===== src/rtl/pc_unit.sv =====
// Program-counter unit: LOAD/RUN/HALT control, prioritised redirects and a
// circular return-address stack with sticky overflow/underflow reporting.
module pc_unit #(
    parameter int unsigned           PC_WIDTH     = 32,
    parameter logic [PC_WIDTH-1:0]   RESET_VECTOR = '0,
    parameter int unsigned           STEP         = 4,
    parameter int unsigned           RAS_DEPTH    = 4
) (
    input  logic                clk,
    input  logic                reset_n,
    input  logic                write_en,
    input  logic                stall,
    input  logic                halt,
    input  logic                resume,
    input  logic                exc_valid,
    input  logic [PC_WIDTH-1:0] exc_target,
    input  logic                branch_valid,
    input  logic [PC_WIDTH-1:0] branch_target,
    input  logic                jump_valid,
    input  logic [PC_WIDTH-1:0] jump_target,
    input  logic                ras_push,
    input  logic [PC_WIDTH-1:0] link_addr,
    input  logic                ras_pop,
    output logic [PC_WIDTH-1:0] pc,
    output logic [PC_WIDTH-1:0] pc_plus_step,
    output logic [1:0]          state,
    output logic                ras_empty,
    output logic                ras_err,
    output logic                misaligned
);

    localparam int unsigned         PTR_W    = $clog2(RAS_DEPTH);
    localparam int unsigned         CNT_W    = $clog2(RAS_DEPTH + 1);
    localparam logic [PC_WIDTH-1:0] LOW_MASK = PC_WIDTH'(STEP - 1);
    localparam logic [CNT_W-1:0]    CNT_FULL = CNT_W'(RAS_DEPTH);

    typedef enum logic [1:0] {
        ST_LOAD = 2'b00,
        ST_RUN  = 2'b01,
        ST_HALT = 2'b10
    } state_e;

    state_e              state_q, state_d;
    logic [PC_WIDTH-1:0] pc_q, pc_d;
    logic [PTR_W-1:0]    tos_q, tos_d;
    logic [CNT_W-1:0]    cnt_q, cnt_d;
    logic                err_q, err_d;
    logic                empty_q, empty_d;
    logic                mis_q, mis_d;

    logic [PC_WIDTH-1:0] ras_mem_q [RAS_DEPTH];
    logic                ras_we;
    logic [PTR_W-1:0]    ras_waddr;

    logic                redir;
    logic [PC_WIDTH-1:0] redir_tgt;
    logic [PC_WIDTH-1:0] ras_top;
    logic [PTR_W-1:0]    tos_inc, tos_dec;
    logic                ras_has;
    logic                ras_full;

    assign pc_plus_step = pc_q + PC_WIDTH'(STEP);
    assign ras_top      = ras_mem_q[tos_q];
    assign tos_inc      = tos_q + PTR_W'(1);
    assign tos_dec      = tos_q - PTR_W'(1);
    assign ras_has      = (cnt_q != '0);
    assign ras_full     = (cnt_q == CNT_FULL);

    // Next-state: load override, then per-state behaviour; RUN applies the redirect priority chain.
    always_comb begin
        state_d   = state_q;
        pc_d      = pc_q;
        tos_d     = tos_q;
        cnt_d     = cnt_q;
        err_d     = err_q;
        mis_d     = 1'b0;
        ras_we    = 1'b0;
        ras_waddr = tos_q;
        redir     = 1'b0;
        redir_tgt = pc_q;

        if (write_en) begin
            state_d = ST_LOAD;
            pc_d    = RESET_VECTOR;
            tos_d   = '0;
            cnt_d   = '0;
            err_d   = 1'b0;
        end else begin
            case (state_q)
                ST_LOAD: state_d = ST_RUN;
                ST_HALT: begin
                    if (resume) begin
                        state_d = ST_RUN;
                    end
                end
                ST_RUN: begin
                    if (exc_valid) begin
                        redir     = 1'b1;
                        redir_tgt = exc_target;
                    end else if (!stall) begin
                        if (halt) begin
                            state_d = ST_HALT;
                        end else begin
                            // Stack update; a push+pop on a live stack replaces the top in place.
                            if (ras_push && ras_pop && ras_has) begin
                                ras_we    = 1'b1;
                                ras_waddr = tos_q;
                            end else if (ras_push) begin
                                ras_we    = 1'b1;
                                ras_waddr = tos_inc;
                                tos_d     = tos_inc;
                                if (ras_full) begin
                                    err_d = 1'b1;
                                end else begin
                                    cnt_d = cnt_q + CNT_W'(1);
                                end
                                if (ras_pop) begin
                                    err_d = 1'b1;
                                end
                            end else if (ras_pop) begin
                                if (ras_has) begin
                                    tos_d = tos_dec;
                                    cnt_d = cnt_q - CNT_W'(1);
                                end else begin
                                    err_d = 1'b1;
                                end
                            end

                            if (branch_valid) begin
                                redir     = 1'b1;
                                redir_tgt = branch_target;
                            end else if (ras_pop && ras_has) begin
                                redir     = 1'b1;
                                redir_tgt = ras_top;
                            end else if (jump_valid) begin
                                redir     = 1'b1;
                                redir_tgt = jump_target;
                            end else begin
                                pc_d = pc_plus_step;
                            end
                        end
                    end
                end
                default: state_d = ST_RUN;
            endcase
        end

        if (redir) begin
            pc_d  = redir_tgt & ~LOW_MASK;
            mis_d = |(redir_tgt & LOW_MASK);
        end
    end

    assign empty_d = (cnt_d == '0);

    // Architectural state and stack storage.
    always_ff @(posedge clk or negedge reset_n) begin
        if (!reset_n) begin
            state_q <= ST_RUN;
            pc_q    <= RESET_VECTOR;
            tos_q   <= '0;
            cnt_q   <= '0;
            err_q   <= 1'b0;
            empty_q <= 1'b1;
            mis_q   <= 1'b0;
            for (int i = 0; i < int'(RAS_DEPTH); i++) begin
                ras_mem_q[i] <= '0;
            end
        end else begin
            state_q <= state_d;
            pc_q    <= pc_d;
            tos_q   <= tos_d;
            cnt_q   <= cnt_d;
            err_q   <= err_d;
            empty_q <= empty_d;
            mis_q   <= mis_d;
            if (ras_we) begin
                ras_mem_q[ras_waddr] <= link_addr;
            end
        end
    end

    assign pc         = pc_q;
    assign state      = state_q;
    assign ras_empty  = empty_q;
    assign ras_err    = err_q;
    assign misaligned = mis_q;

endmodule


===== config.mk =====
export PLATFORM = sky130hd
export DESIGN_NAME = pc_unit
export DESIGN_NICKNAME = d
export VERILOG_FILES = /design/src/rtl/pc_unit.sv
export SDC_FILE = /design/constraint.sdc
export NUM_CORES = 1
export LEC_CHECK = 0
export BUFFER_PORTS_ARGS = -buffer_cell sky130_fd_sc_hd__buf_2
export CAP_MARGIN = 20
export CORE_UTILIZATION = 55
export CTS_BUF_LIST = sky130_fd_sc_hd__clkbuf_4 sky130_fd_sc_hd__clkbuf_8 sky130_fd_sc_hd__clkbuf_16
export DETAILED_ROUTE_END_ITERATION = 8
export PLACE_DENSITY = 0.89
export SLEW_MARGIN = 5
export SYNTH_ARGS = -nofsm -noshare
export SYNTH_HDL_FRONTEND = slang
export SYNTH_SLANG_ARGS = --single-unit

===== constraint.sdc =====
create_clock -name clk -period 4.25 [get_ports clk]
set_input_delay 1.275 -clock clk [delete_from_list [all_inputs] [get_ports clk]]
set_output_delay 1.275 -clock clk [all_outputs]
set_load 0.05 [all_outputs]

# Word level (Yosys, flattened, before mapping)
# Index checks and enable logic that the tools add are counted.
# totals
reg_bits	170
wordCells	146
output_inout_bits	69
in_bits	139
# classes
n_bitwise	2
mux	82
reduce_logical	17
n_eq_ne	25
n_addsub	5
order_cmp	3
# op_table
cell	n
two-way mux 32 bit	20
bitwise mux 128 bit	1
binary-select mux 32 bit (select 2 bit)	1
demux 32 bit (select 2 bit)	1
two-way mux 2 bit	21
adder 32 x 3 -> 32 bit (second input constant)	1
two-way mux 3 bit	10
two-way mux 1 bit	27
inequality test 3 bit (second input constant)	8
inequality test 3 x 2 -> 1 bit (second input constant)	7
nonzero test 3 bit	5
AND reduction 7 bit	2
AND reduction 12 bit	1
inequality test 2 bit (second input constant)	5
AND reduction 8 bit	1
>= comparator 3 bit (second input constant)	2
NOT 2 -> 3 bit	2
inequality test 5 x 4 -> 1 bit (second input constant)	1
logical AND 1 bit	4
one-hot mux 2 bit (2 select lines)	1
AND reduction 4 bit	1
adder 3 x 1 -> 3 bit (second input constant)	1
equality test 3 bit (second input constant)	1
logical NOT 3 bit	1
9 further kinds	9

# Logic depth before layout (Yosys ltp)
# logic_depth
ltp_word	14
depth_mapped	9
mapped_depth_nobuf	7

# Worst setup path before layout
# Ideal clock, no wire load.
# synth_timing
kind	register to output
from	register pc_q[2] (netlist: pc[2])
to	output port pc_plus_step[20]
n_path_buf	0
setup_slack_ns	-0.065
path_stages_with_launch	6
arrival_time_ns	3.040
cell_sequence	dfrtp_1 -> ha_1 -> inv_1 -> or4_1 -> or4_1 -> xnor2_1
# synth_via
elab_chain_len	1
# synth_rtl
item	line	rtl
start: declaration	44	logic [PC_WIDTH-1:0] pc_q, pc_d;
start signal: assignment	171	pc_q <= pc_d;
adder 32 x 3 -> 32 bit	62	assign pc_plus_step = pc_q + PC_WIDTH'(STEP);
end: declaration	25	output logic [PC_WIDTH-1:0] pc_plus_step,
# Every way passes these cells.

# Final worst setup path
# Same ends and word-level chain as after synthesis.

==> flow_summary_export.csv <==
group,metric,value,unit
grt,grt.overflow.total,0,
detailed_routing,drt_iter0_markers,643,
sta,finalClockSkew,0.01066,ns
critical_path,crit_path_start_kind,"register",
detailed_routing,post-route-drc-count,0,
final_layout,syn2layout_area_growth,20.77,%
synth,synth_enable_flop_cells,0,
die,die_area,0.01741,mm^2
synth,netlist.top_cell.by_area,"sky130_fd_sc_hd__dfrtp_1",
status,outcome,"finished, final reports clean",
clocking,clock_tree.buffer_depth,2,
placed_design,place_congestion,0.9807,
clocking,cts_sinks,168,
sta,max-slew-margin-rel,34.45,%
detailed_routing,routed_wire_length_per_instance,23.51,um
clocking,post_cts_hold_buffer_count,0,
critical_path,critical_path.cell_chain,"ha_2, inv_1, or4_1, or4_1, xnor2_2, buf_2",
grt,grt_start_max_net_pins,114,
critical_path,timing.rr.start,"cnt_q[1]$_DFF_PN0_",
sta,final-max-slew-violation-count,0,
critical_path,ff2ff_setup_slack,1.13,ns
critical_path,critPathMaxFanout,8,
synth,postSynthRegisterBits,168,
critical_path,timing.critical_path.slowest_stage_cell,"sky130_fd_sc_hd__or4_1",
detailed_routing,routed-via-count,8133,
die,die_w,132.0,um
final_layout,post_route_cells_drive_above_1_share,43.15,%
sta,final_hold_viol_count,0,
synth,synthesis.yosys.warnings,0,
critical_path,critical_path.n_buffers_inverters,2,
clocking,cts_setup_buffers,0,
die,starting_density,56.22,%
critical_path,critical-path-top-delay-family,"simple AND/OR/NAND/NOR gates",
critical_path,critPathCapture,"pc_plus_step[20]",
clocking,clock_tree.root_cell,"sky130_fd_sc_hd__clkbuf_16",
grt,groute.usage.overall,33.97,%
synth,synth_seq_area_share,45.28,%
hold_path,path_class_of_the_lowest_slack_min_delay_path,"reg -> reg",
final_layout,nFillCells,1161,
critical_path,critPathMostFrequentCell,"sky130_fd_sc_hd__or4_1",
critical_path,timing.critical_path.to_type,"output pin",
synth,synth_async_sr_flop_share,100.0,%
die,ios,208,
final_layout,num-nets-final,1145,
critical_path,cp_data_required_time,2.97,ns
final_layout,final_cell_mix,"202 x sky130_fd_sc_hd__buf_2, 165 x sky130_fd_sc_hd__dfrtp_1, 129 x sky130_fd_sc_hd__mux2_2",
die,core.rowCount,47,
hold_path,timing.hold.worst.start,"ras_mem_q[14]$_DFFE_PN0P_",
placed_design,dp_slack,0.5208,ns
detailed_routing,routed_wirelength,29160,um
synth,post_synth.cell_area_avg,11.40,um^2
pwr,vdd.ir_drop.worst,0.0002929,V
placed_design,port_buffers,203,
critical_path,critical_path.startpoint,"pc[2]$_DFFE_PN0P_",
clocking,clock_transition_at_the_registers_of_the_reported_paths,0.07,ns
grt,grt_pass1_wl,45180,um
clocking,cts.htree.levels,4,
sta,crit_path_time_final,4.154,ns
critical_path,r2r.worst_path.cells,8,
sta,worst_slack,0.09579,ns
critical_path,worst-endpoint-arrival,2.88,ns
critical_path,endpoint_of_the_lowest_slack_register_to_register_path,"ras_mem_q[123]$_DFFE_PN0P_",
flow_run,max-cap-violations,0,
sta,rsz_0062_raised_after_global_routing,"false",
synth,yosys.area.top_type_share,44.71,%
final_layout,finish.instance_area,0.01122,mm^2
pwr,power_leakage,5.226,nW
clocking,clock_latency,0.43,ns
sta,hold-worst-slack,0.5038,ns
placed_design,post_place_cell_area,0.01057,mm^2
die,coreArea,0.01652,mm^2
synth,ys_dominant_reg_cell,"sky130_fd_sc_hd__dfrtp_1",
clocking,cts_inserted_buffers,17,
pwr,pwr_density_cell,379.4,mW/mm^2
critical_path,worstSetupPathDepth,6,
detailed_routing,detailedRoute.firstPassIterationCount,5,
detailed_routing,antenna_violating_nets_post_route,0,
sta,setup_violations,0,
clocking,cts_tree,"built",
sta,final.period_utilization,97.75,%
grt,antenna_found_initial,7,
sta,slew_of_the_pin_with_the_lowest_slew_margin,0.9730,ns
placed_design,post-dp-hpwl,20700,um
synth,ys_top_cells_by_area,"sky130_fd_sc_hd__dfrtp_1 45%, sky130_fd_sc_hd__mux2_2 16%, sky130_fd_sc_hd__mux4_2 7.3%",
sta,sum_of_negative_setup_slack,0,ns
grt,grt_pass1_vias,8229,
synth,syn-instance-count,815,
final_layout,layout.cells.most_common,"sky130_fd_sc_hd__buf_2",
sta,fmax,240.7,MHz
critical_path,path_class,"reg -> out",
detailed_routing,route.detailed.vias_per_inst,6.559,
die,chipHeight,132.0,um
synth,ys_types,63,
critical_path,slowest_delay,0.61,ns
synth,netlist_area_before_placement,0.009290,mm^2
## report_power, final
part / switching (W) / leakage, nW / total [W] / internal (W)
combinational: 0.000557 / 2.65 / 0.000825 / 0.000268
clock: 0.000695 / 0.294 / 0.00160 / 0.000906
sequential: 0.000123 / 2.28 / 0.00183 / 0.00171
total: 0.00138 / 5.23 / 0.00426 / 0.00288
## timing repair
action                     CTS  global route
hold endpoints to repair     0             0
setup endpoints to repair    0             1
gates resized for setup      0             1
## per-stage QoR
| stage | power, W | utilization [%] | std cells |
|---|---|---|---|
| 2_1_floorplan | 0.002371 | - | 818 |
| 3_3_place_gp | 0.002630 | 63.98 | 1202 |
| 3_5_place_dp | 0.002662 | 63.98 | 1202 |
| 4_1_cts | 0.004240 | 67.64 | 1234 |
| 5_1_grt | 0.004370 | 67.88 | 1239 |
| 6_report | 0.004257 | 67.90 | 1240 |
## cell type report
type	instances	area, um^2	area share (%)
timing repair buffer	229	1275	11.36
multi-input combinational	561	4751	42.34
clock buffer	19	446.7	3.981
clock inverter	13	157.7	1.405
sequential	168	4208	37.50
antenna	5	12.51	0.1115
tap	220	275.3	2.453
inverter	25	93.84	0.8364
## layer usage
| layer | global-route usage (%) | wire length [um] |
|---|---|---|
| met4 | 19.44 | 1556 |
| met5 | 0 | 21 |
| met3 | 9.535 | 2690 |
| met1 | 40.82 | 11060 |
| met2 | 55.11 | 13820 |
## cell families after synthesis
| family | Yosys count | synth area share [%] |
|---|---|---|
| AND/OR/NAND/NOR | 197 | 11.17 |
| flip-flops | 168 | 45.28 |
| multiplexers | 165 | 23.56 |
| AO/OA/AOI/OAI | 161 | 12.57 |
| buffers and inverters | 89 | 4.027 |
| XOR/XNOR | 30 | 2.828 |
| adder cells (fa/ha/maj) | 4 | 0.5387 |
| other | 1 | 0.04037 |
## worst min-delay path by stage
stage | to | slack, ns | cells after the start
after floorplan | ras_mem_q[20]$_DFFE_PN0P_ | 0.47 | 1
after CTS | ras_mem_q[12]$_DFFE_PN0P_ | 0.51 | 1
after detailed placement | ras_mem_q[13]$_DFFE_PN0P_ | 0.49 | 1
after global placement | ras_mem_q[31]$_DFFE_PN0P_ | 0.48 | 1
final | ras_mem_q[14]$_DFFE_PN0P_ | 0.50 | 1
after global routing | ras_mem_q[2]$_DFFE_PN0P_ | 0.52 | 1
## flip-flops by register name, indices dropped and copies added, names as in the netlist
name / flops
tos_q: 2
pc: 30
ras_mem_q: 128
misaligned: 1
cnt_q: 3
ras_err: 1
ras_empty: 1
state: 2
## synth_stat cells (10+ instances only)
| master | number |
|---|---|
| sky130_fd_sc_hd__o21ai_0 | 25 |
| sky130_fd_sc_hd__a21oi_1 | 20 |
| sky130_fd_sc_hd__inv_1 | 24 |
| sky130_fd_sc_hd__nand3_1 | 25 |
| sky130_fd_sc_hd__nor3_1 | 22 |
| sky130_fd_sc_hd__xnor2_1 | 23 |
| sky130_fd_sc_hd__nand4_1 | 10 |
| sky130_fd_sc_hd__dfrtp_1 | 166 |
| sky130_fd_sc_hd__o211ai_1 | 20 |
| sky130_fd_sc_hd__nand2_1 | 45 |
| sky130_fd_sc_hd__a22oi_1 | 10 |
| sky130_fd_sc_hd__mux2_2 | 129 |
| sky130_fd_sc_hd__nor4_1 | 12 |
| sky130_fd_sc_hd__nor2_1 | 33 |
| sky130_fd_sc_hd__mux4_2 | 30 |
| sky130_fd_sc_hd__buf_2 | 14 |
| sky130_fd_sc_hd__a221o_1 | 15 |
| sky130_fd_sc_hd__clkbuf_1 | 38 |
Power figures use the tool's default switching activity.
